File: src/rtl/uart_tx_fifo_ctrl.sv
// Byte FIFO feeding a UART sender: bytes queued from the CPU bus are launched
// one at a time with a single-cycle TX_EN pulse, waiting for the sender to finish each frame.
module uart_tx_fifo_ctrl #(
    parameter int DEPTH = 8,
    parameter int AW    = 3
) (
    input  logic          sysclk,
    input  logic          reset,
    input  logic          wr_en,
    input  logic [7:0]    wr_data,
    input  logic          clr_ovf,
    input  logic          TX_STATUS,
    output logic          TX_EN,
    output logic [7:0]    TX_DATA,
    output logic          fifo_full,
    output logic          fifo_empty,
    output logic [AW:0]   fifo_count,
    output logic          overflow,
    output logic          busy
);

    typedef enum logic [1:0] {
        IDLE      = 2'd0,
        WAIT_BUSY = 2'd1,
        WAIT_DONE = 2'd2
    } state_t;

    localparam logic [AW:0]   CNT_FULL = (AW+1)'(DEPTH);
    localparam logic [AW:0]   CNT_ZERO = (AW+1)'(0);
    localparam logic [AW:0]   CNT_ONE  = (AW+1)'(1);
    localparam logic [AW-1:0] PTR_ONE  = (AW)'(1);

    state_t        state_r, state_next_s;
    logic [7:0]    mem_r [DEPTH];
    logic [AW-1:0] wp_r, rp_r;
    logic [AW:0]   count_r, count_next_s;
    logic          full_r, empty_r, tx_en_r, ovf_r, ovf_next_s, busy_r;
    logic [7:0]    tx_data_r;
    logic          pop_s, wr_accept_s, wr_drop_s;

    // A pop frees a slot on the same edge, so a write to a full FIFO is still taken then.
    always_comb begin
        pop_s       = (state_r == IDLE) && !empty_r && !TX_STATUS;
        wr_accept_s = wr_en && (!full_r || pop_s);
        wr_drop_s   = wr_en && full_r && !pop_s;
    end

    // Occupancy and sticky-overflow next values; a coincident drop beats the clear.
    always_comb begin
        count_next_s = count_r;
        case ({wr_accept_s, pop_s})
            2'b10:   count_next_s = count_r + CNT_ONE;
            2'b01:   count_next_s = count_r - CNT_ONE;
            default: count_next_s = count_r;
        endcase
        if (wr_drop_s) begin
            ovf_next_s = 1'b1;
        end else if (clr_ovf) begin
            ovf_next_s = 1'b0;
        end else begin
            ovf_next_s = ovf_r;
        end
    end

    // Launch sequencer next-state logic.
    always_comb begin
        state_next_s = state_r;
        case (state_r)
            IDLE: begin
                if (pop_s) state_next_s = WAIT_BUSY;
                else       state_next_s = IDLE;
            end
            WAIT_BUSY: begin
                if (TX_STATUS) state_next_s = WAIT_DONE;
                else           state_next_s = WAIT_BUSY;
            end
            WAIT_DONE: begin
                if (!TX_STATUS) state_next_s = IDLE;
                else            state_next_s = WAIT_DONE;
            end
            default: state_next_s = IDLE;
        endcase
    end

    // Control state, pointers, flags and registered outputs.
    always_ff @(posedge sysclk or posedge reset) begin
        if (reset) begin
            state_r   <= IDLE;
            wp_r      <= {AW{1'b0}};
            rp_r      <= {AW{1'b0}};
            count_r   <= CNT_ZERO;
            full_r    <= 1'b0;
            empty_r   <= 1'b1;
            tx_en_r   <= 1'b0;
            tx_data_r <= 8'h00;
            ovf_r     <= 1'b0;
            busy_r    <= 1'b0;
        end else begin
            state_r <= state_next_s;
            count_r <= count_next_s;
            full_r  <= (count_next_s == CNT_FULL);
            empty_r <= (count_next_s == CNT_ZERO);
            tx_en_r <= pop_s;
            ovf_r   <= ovf_next_s;
            busy_r  <= (state_next_s != IDLE);
            if (wr_accept_s) wp_r <= wp_r + PTR_ONE;
            if (pop_s) begin
                rp_r      <= rp_r + PTR_ONE;
                tx_data_r <= mem_r[rp_r];
            end
        end
    end

    // Storage is deliberately left out of reset; stale bytes are unreachable once pointers clear.
    always_ff @(posedge sysclk) begin
        if (wr_accept_s) mem_r[wp_r] <= wr_data;
    end

    assign TX_EN      = tx_en_r;
    assign TX_DATA    = tx_data_r;
    assign fifo_full  = full_r;
    assign fifo_empty = empty_r;
    assign fifo_count = count_r;
    assign overflow   = ovf_r;
    assign busy       = busy_r;

endmodule
File: config.mk
export PLATFORM = sky130hd
export DESIGN_NAME = uart_tx_fifo_ctrl
export DESIGN_NICKNAME = d
export VERILOG_FILES = /design/src/rtl/uart_tx_fifo_ctrl.sv
export SDC_FILE = /design/constraint.sdc
export NUM_CORES = 1
export LEC_CHECK = 0
export ABC_AREA = 1
export CAP_MARGIN = 20
export CORE_MARGIN = 3
export CORE_UTILIZATION = 55
export CTS_CLUSTER_DIAMETER = 40
export DETAILED_ROUTE_END_ITERATION = 16
export GPL_TIMING_DRIVEN = 1
export HOLD_SLACK_MARGIN = 0.06
export PLACE_DENSITY = 0.76
export SLEW_MARGIN = 0
export SYNTH_ARGS = -nofsm -noshare
export SYNTH_HDL_FRONTEND = slang
export SYNTH_SLANG_ARGS = --single-unit
File: constraint.sdc
create_clock -name sysclk -period 2.68 [get_ports sysclk]
set_input_delay 0.268 -clock sysclk [delete_from_list [all_inputs] [get_ports sysclk]]
set_output_delay 0.268 -clock sysclk [all_outputs]
set_load 0.03 [all_outputs]
==> results of run 1 <==
==> flip-flops by register name, indices dropped and copies added (netlist names) <==
signal,cells
TX_DATA,8
TX_EN,1
busy,1
fifo_count,4
fifo_empty,1
fifo_full,1
mem_r,64
overflow,1
rp_r,3
state_r,2
wp_r,3
==> metal layers <==
| layer | wire (um) | track usage [%] |
|---|---|---|
| met1 | 2950 | 26.4 |
| met5 | 0 | 0 |
| met4 | 127 | 6.83 |
| met2 | 3330 | 32.4 |
| met3 | 437 | 4.05 |
==> through the flow <==
stage	area [sq um]	hold WS, ns	util, %
2_1_floorplan	3660	0.295	-
3_3_place_gp	4070	0.462	63.7
3_5_place_dp	4070	0.468	63.7
4_1_cts	4250	0.474	66.6
5_1_grt	4250	0.518	66.6
6_report	4250	0.433	66.6
==> where the power goes <==
part           total (mW)  switching, mW  leakage [nW]  internal, mW
sequential           1.97          0.180         0.887          1.79
clock               0.866          0.437        0.0832         0.429
combinational        1.79           1.14         0.668         0.651
total                4.62           1.75          1.64          2.87
==> layout by cell type (no fill, tap or decap) <==
cell type        Yosys  routed
a211oi_1             1       1
a21boi_4             1       1
a21oi_1              2       2
buf_4                0      11
bufinv_16            0       1
clkbuf_1             1       2
clkbuf_8             0       9
clkdlybuf4s50_1      0      29
clkinv_1             1       2
clkinvlp_4           0       3
dfrtp_1             24      24
dfstp_2              1       1
edfxtp_1            64      64
ha_1                 5       5
inv_1               12      12
inv_2                2       2
nand2_1             49      49
nand2_2              1       1
nand3_1              8       8
nor2_1              66      66
nor2_2               5       5
o211ai_1            17      17
o21ai_0             16      16
o21ai_1             22      22
or2_2                2       2
or2_4                1       1
xnor2_1              3       3
xor2_1               2       2
==> worst register-to-register path: stages (launching register included) <==
cell,delay [ns]
dfrtp_1,0.42
nor2_2,0.13
nand2_2,0.09
a21boi_4,0.19
inv_2,0.07
ha_1,0.24
nor2_1,0.11
nor2_1,0.07
ha_1,0.17
a21oi_1,0.16
inv_1,0.06
nand2_1,0.06
nand3_1,0.09
o211ai_1,0.14
nor2_1,0.08
==> kinds of logic (layout without fill, tap and decap cells) <==
kind of cell | after synthesis | in the layout | synth area share [%]
compound gates | 59 | 59 | 9.68
flops | 89 | 89 | 69.6
fa+ha+maj | 5 | 5 | 1.71
buf+inv | 28 | 71 | 3.28
simple gates | 132 | 132 | 14.5
xor+xnor | 5 | 5 | 1.20
==> final cells by class <==
cell class,instances,area (sq um),share of cell area [%]
Sequential cell,89,2550,59.9
Multi-Input combinational cell,201,991,23.3
Timing Repair Buffer,40,373,8.77
Clock buffer,11,131,3.09
Tap cell,77,96.3,2.27
Clock inverter,5,56.3,1.32
Inverter,15,56.3,1.32
==> worst paths after layout <==
path,slack [ns],start,cells after the start,endpoint
worst min register to register,0.48,TX_DATA[5],2,TX_DATA[5]
worst min-delay path,0.43,reset,2,TX_DATA[2]
min in group sysclk,0.48,TX_DATA[5],2,TX_DATA[5]
worst max register to register,0.48,state_r[1],14,fifo_full
worst max-delay path,0.48,state_r[1],14,fifo_full
max in group asynchronous,1.68,reset,2,fifo_count[2]
==> impl_metrics.py, run 1 <==
metrics = {
    "grt": {
        "overflow": 0,
        "antenna_found_initial": 0,
        "grt_max_degree": 35,
        "track_usage_pct": 19.7,
        "grt_pass1_vias": 2272,
        "grt_pass1_wl_um": 11300,
    },
    "timing": {
        "slew_headroom_pct": 38.9,
        "rsz0062_at_grt": "no",
        "max_freq_mhz": 454,
        "finalCritPeriodShare_pct": 82.2,
        "setup-violations-final": 0,
        "worstMarginPinSlew_ns": 0.916,
        "skew_ns": 0.00773,
        "worst_slack_ns": 0.477,
        "tns_ns": 0,
        "maxSlewViolCount": 0,
        "hold_violations": 0,
        "post-route-min-period_ns": 2.20,
    },
    "detailed_routing": {
        "drtPass1Iterations": 4,
        "wirelength_um": 6850,
        "drt_iter0_markers": 220,
        "vias_per_cell": 5.35,
        "antenna_left": 0,
        "wl_per_cell_um": 15.6,
        "vias": 2345,
        "drc_errors": 0,
    },
    "min_path": {
        "hold_path.class": "in2async",
    },
    "clock_tree": {
        "h-tree-depth": 3,
        "clk_latency_ns": 0.34,
        "cts_buffers": 9,
        "cts_sinks": 89,
        "cts-root-buf": "clkbuf_8",
        "cts_resized": 0,
        "clockBufferDepth": 2,
        "cts_tree": "yes",
        "post_cts_buffers": 0,
        "ctsHoldBuffers": 0,
        "clk_pin_slew_worst_paths_ns": 0.08,
    },
    "synthesis": {
        "seq_area_frac_synth_pct": 69.6,
        "yosys-top-cells-area": "edfxtp_1 (53%), dfrtp_1 (16%), nor2_1 (6.8%)",
        "syn-num-nets": 336,
        "syn-cell-area_sq_um": 3660,
        "yosysTopAreaCell": "edfxtp_1",
        "synthArstFlopShare_pct": 28.1,
        "synthFlopType": "edfxtp_1",
        "yosysMostFrequentCell": "nor2_1",
        "post_synth.cell_area_avg_sq_um": 11.5,
        "synth_top_cell_area_share_pct": 52.5,
        "ys_types": 24,
        "yosys_warnings": 0,
        "netlist_instances": 318,
        "synth_edf_count": 64,
        "ys_seq_elements": 89,
        "synth_common_cells": "nor2_1 (66), edfxtp_1 (64), nand2_1 (49)",
    },
    "setup_path": {
        "cp_num_buf_inv": 2,
        "cp-start-kind": "flop",
        "critPathMaxFanout": 5,
        "required_ns": 2.91,
        "path_cells": "nor2_2 > nand2_2 > a21boi_4 > inv_2 > ha_1 > nor2_1 > nor2_1 > ha_1 > a21oi_1 > inv_1 > nand2_1 > nand3_1 > o211ai_1 > nor2_1",
        "slowest_stage": "dfrtp_1",
        "end_kind": "flop",
        "crit_type": "reg2reg",
        "cp_common_cell": "nor2_1",
        "cp_top_family": "simple AND/OR/NAND/NOR gates",
        "slowest_delay_ns": 0.42,
        "worstPathArrival_ns": 2.43,
    },
    "die": {
        "dieArea_sq_um": 7670,
        "io_pins": 30,
        "core_area_sq_um": 6390,
        "start_util_pct": 57.3,
        "fp.dieH_um": 87.6,
        "rows": 29,
        "die_w_um": 87.6,
    },
    "layout": {
        "drive_gt1_share_pct": 10.2,
        "final_nets": 374,
        "synthToLayoutAreaGrowth_pct": 16.2,
        "final_cells": 438,
        "fillerInstances": 475,
        "num_antenna_cells": 0,
    },
    "pwr": {
        "peakVddDrop_mv": 0.817,
        "total_power_mw": 4.62,
        "p_per_area_nw_per_um2": 1090,
        "p_leak_nw": 1.64,
    },
    "placed_design": {
        "pre_cts_ws_ns": 0.165,
        "numPortBuffers": 29,
        "dp.cells": 422,
        "gp_congestion": 0.807,
        "hpwl_um": 4490,
    },
    "run": {
        "maxCapViolations": 0,
    },
    "status": {
        "status": "finished, final reports clean",
    },
}
Note: power is estimated with default switching activity, not from simulation.
==> inputs of run 2 (changes only) <==
--- a/config.mk
+++ b/config.mk
@@ -8,12 +8,12 @@
 export ABC_AREA = 1
 export CAP_MARGIN = 20
 export CORE_MARGIN = 3
-export CORE_UTILIZATION = 55
+export CORE_UTILIZATION = 52
 export CTS_CLUSTER_DIAMETER = 40
 export DETAILED_ROUTE_END_ITERATION = 16
 export GPL_TIMING_DRIVEN = 1
 export HOLD_SLACK_MARGIN = 0.06
-export PLACE_DENSITY = 0.76
+export PLACE_DENSITY = 0.75
 export SLEW_MARGIN = 0
 export SYNTH_ARGS = -nofsm -noshare
 export SYNTH_HDL_FRONTEND = slang
==> constraint.sdc (replaced) <==
create_clock -name sysclk -period 2 [get_ports sysclk]
set_input_delay 0.2 -clock sysclk [delete_from_list [all_inputs] [get_ports sysclk]]
set_output_delay 0.2 -clock sysclk [all_outputs]
set_load 0.03 [all_outputs]
==> impl_metrics.py, run 2 (synthesis results as in run 1) <==
metrics = {
    "die": {
        "rows": 29,
        "die_w_um": 89.9,
        "fp.dieH_um": 89.9,
        "start_util_pct": 55.7,
        "core_area_sq_um": 6570,
        "io_pins": 30,
        "dieArea_sq_um": 8080,
    },
    "setup_path": {
        "critPathMaxFanout": 4,
        "end_kind": "flop",
        "path_cells": "nor2_2 > nand2_2 > a21boi_4 > inv_2 > ha_4 > nand2_2 > inv_2 > nor2_4 > ha_4 > nand2_2 > nand2_2 > nor2_2 > o211ai_1 > nor2_1",
        "worstPathArrival_ns": 2.29,
        "slowest_stage": "dfrtp_1",
        "rr_startpoint": "state_r[0]",
        "crit_start": "state_r[0]",
        "crit_type": "reg2reg",
        "slowest_delay_ns": 0.42,
        "cp_common_cell": "nand2_2",
        "required_ns": 2.29,
        "cp-start-kind": "flop",
        "cp_num_buf_inv": 2,
        "cp_top_family": "simple AND/OR/NAND/NOR gates",
        "r2r_slack_ns": -0.002,
    },
    "grt": {
        "grt_pass1_wl_um": 11800,
        "antenna_found_initial": 0,
        "grt_max_degree": 34,
        "track_usage_pct": 18.7,
        "overflow": 0,
        "grt_pass1_vias": 2392,
    },
    "clock_tree": {
        "cts_buffers": 9,
        "cts-root-buf": "clkbuf_8",
        "h-tree-depth": 3,
        "ctsHoldBuffers": 0,
        "clk_pin_slew_worst_paths_ns": 0.09,
        "cts_tree": "yes",
        "cts_sinks": 89,
        "clk_latency_ns": 0.35,
        "clockBufferDepth": 2,
    },
    "timing": {
        "post-route-min-period_ns": 2.00,
        "slew_headroom_pct": 62.7,
        "skew_ns": 0.00839,
        "max_freq_mhz": 499,
        "setup-violations-final": 1,
        "worstMarginPinSlew_ns": 0.560,
        "worst_slack_ns": -0.00202,
        "hold_violations": 0,
        "maxSlewViolCount": 0,
        "finalCritPeriodShare_pct": 100,
        "rsz0062_at_grt": "yes",
    },
    "placed_design": {
        "gp_congestion": 0.806,
        "pre_cts_ws_ns": -0.269,
        "hpwl_um": 4670,
        "numPortBuffers": 29,
        "place_area_sq_um": 4240,
    },
    "layout": {
        "final_common_cell": "edfxtp_1",
        "final_nets": 391,
        "drive_gt1_share_pct": 18.5,
        "synthToLayoutAreaGrowth_pct": 23.1,
        "final_cell_mix": "edfxtp_1 (64), nor2_1 (62), nand2_1 (46), clkdlybuf4s50_1 (28), buf_4 (25)",
        "largest_reg_flops": 64,
        "regMostFlops": "mem_r",
        "num_antenna_cells": 0,
        "seqCellArea_sq_um": 2550,
        "fin_util_pct": 68.6,
        "fin_area_sq_um": 4510,
        "fillerInstances": 483,
        "multi_input_area_sq_um": 1060,
    },
    "pwr": {
        "p_int_mw": 3.93,
        "power_frac_comb_pct": 41.8,
        "power_frac_clock_pct": 17.1,
        "p_seq_share_pct": 41.1,
        "total_power_mw": 6.49,
        "swShare_pct": 39.4,
        "p_leak_nw": 1.75,
        "p_switching_mw": 2.55,
        "p_per_area_nw_per_um2": 1440,
        "peakVddDrop_mv": 0.560,
    },
    "detailed_routing": {
        "vias": 2415,
        "vias_per_cell": 5.13,
        "drtPass1Iterations": 4,
        "wl_per_cell_um": 15.0,
        "drt_iter0_markers": 163,
        "drc_errors": 0,
        "antenna_left": 0,
        "wirelength_um": 7080,
    },
    "status": {
        "violations": "negative setup slack",
        "status": "complete, but fails checks",
    },
    "run": {
        "maxCapViolations": 0,
    },
    "min_path": {
        "hold_path.class": "in2async",
    },
}
run 2: per-stage QoR:
step	setup TNS (ns)	hold slack (ns)	std cells
floorplan	-0.00146	0.227	318
global placement	-2.60	0.462	451
detailed placement	-2.97	0.465	451
CTS	0	0.192	469
global route	-0.371	0.239	471
finish	-0.00202	0.192	471
run 2: power groups by stage:
stage	combinational, mW	sequential (mW)	clock [mW]
floorplan	1.42	2.90	0
global placement	2.49	2.67	0
detailed placement	2.56	2.69	0
CTS	2.60	2.65	1.13
global route	3.01	2.72	1.21
finish	2.71	2.67	1.11
run 2: layer usage:
metal	wire (um)	global-route usage (%)	vias to the layer above	part of all wire, %
met4	129	7.65	0	1.8
met1	3260	26.4	1145	46
li1	-	-	1203	-
met3	381	4.42	11	5.4
met2	3310	28.3	56	47
met5	0	0	-	0
run 2: path summary, 6_finish.rpt:
kind                              end  cells past startpoint
max                        fifo_empty                     14
min                        TX_DATA[1]                      3
max reg2reg                fifo_empty                     14
min reg2reg                TX_DATA[5]                      2
max in group asynchronous  fifo_empty                      3
min in group sysclk          overflow                      2
run 2: timing repair:
| item | CTS | global route |
|---|---|---|
| setup endpoints to repair | 2 | 4 |
| buffers inserted | 2 | 2 |
| gates resized for setup | 2 | 12 |
| pin swaps | 2 | 9 |
run 2: tightest hold or removal path: stages:
cell	delay (ns)
clkdlybuf4s50_1	0.39
inv_1	0.05
buf_4	0.30
run 2: area by class of cell:
class / instances / share of cell area (%)
clock buffers: 9 / 2.75
inverters: 15 / 1.25
repair buffers: 57 / 12.0
clock inverters: 7 / 1.22
flip-flops and latches: 89 / 56.6
multi-input cells: 201 / 23.6
well taps: 93 / 2.58
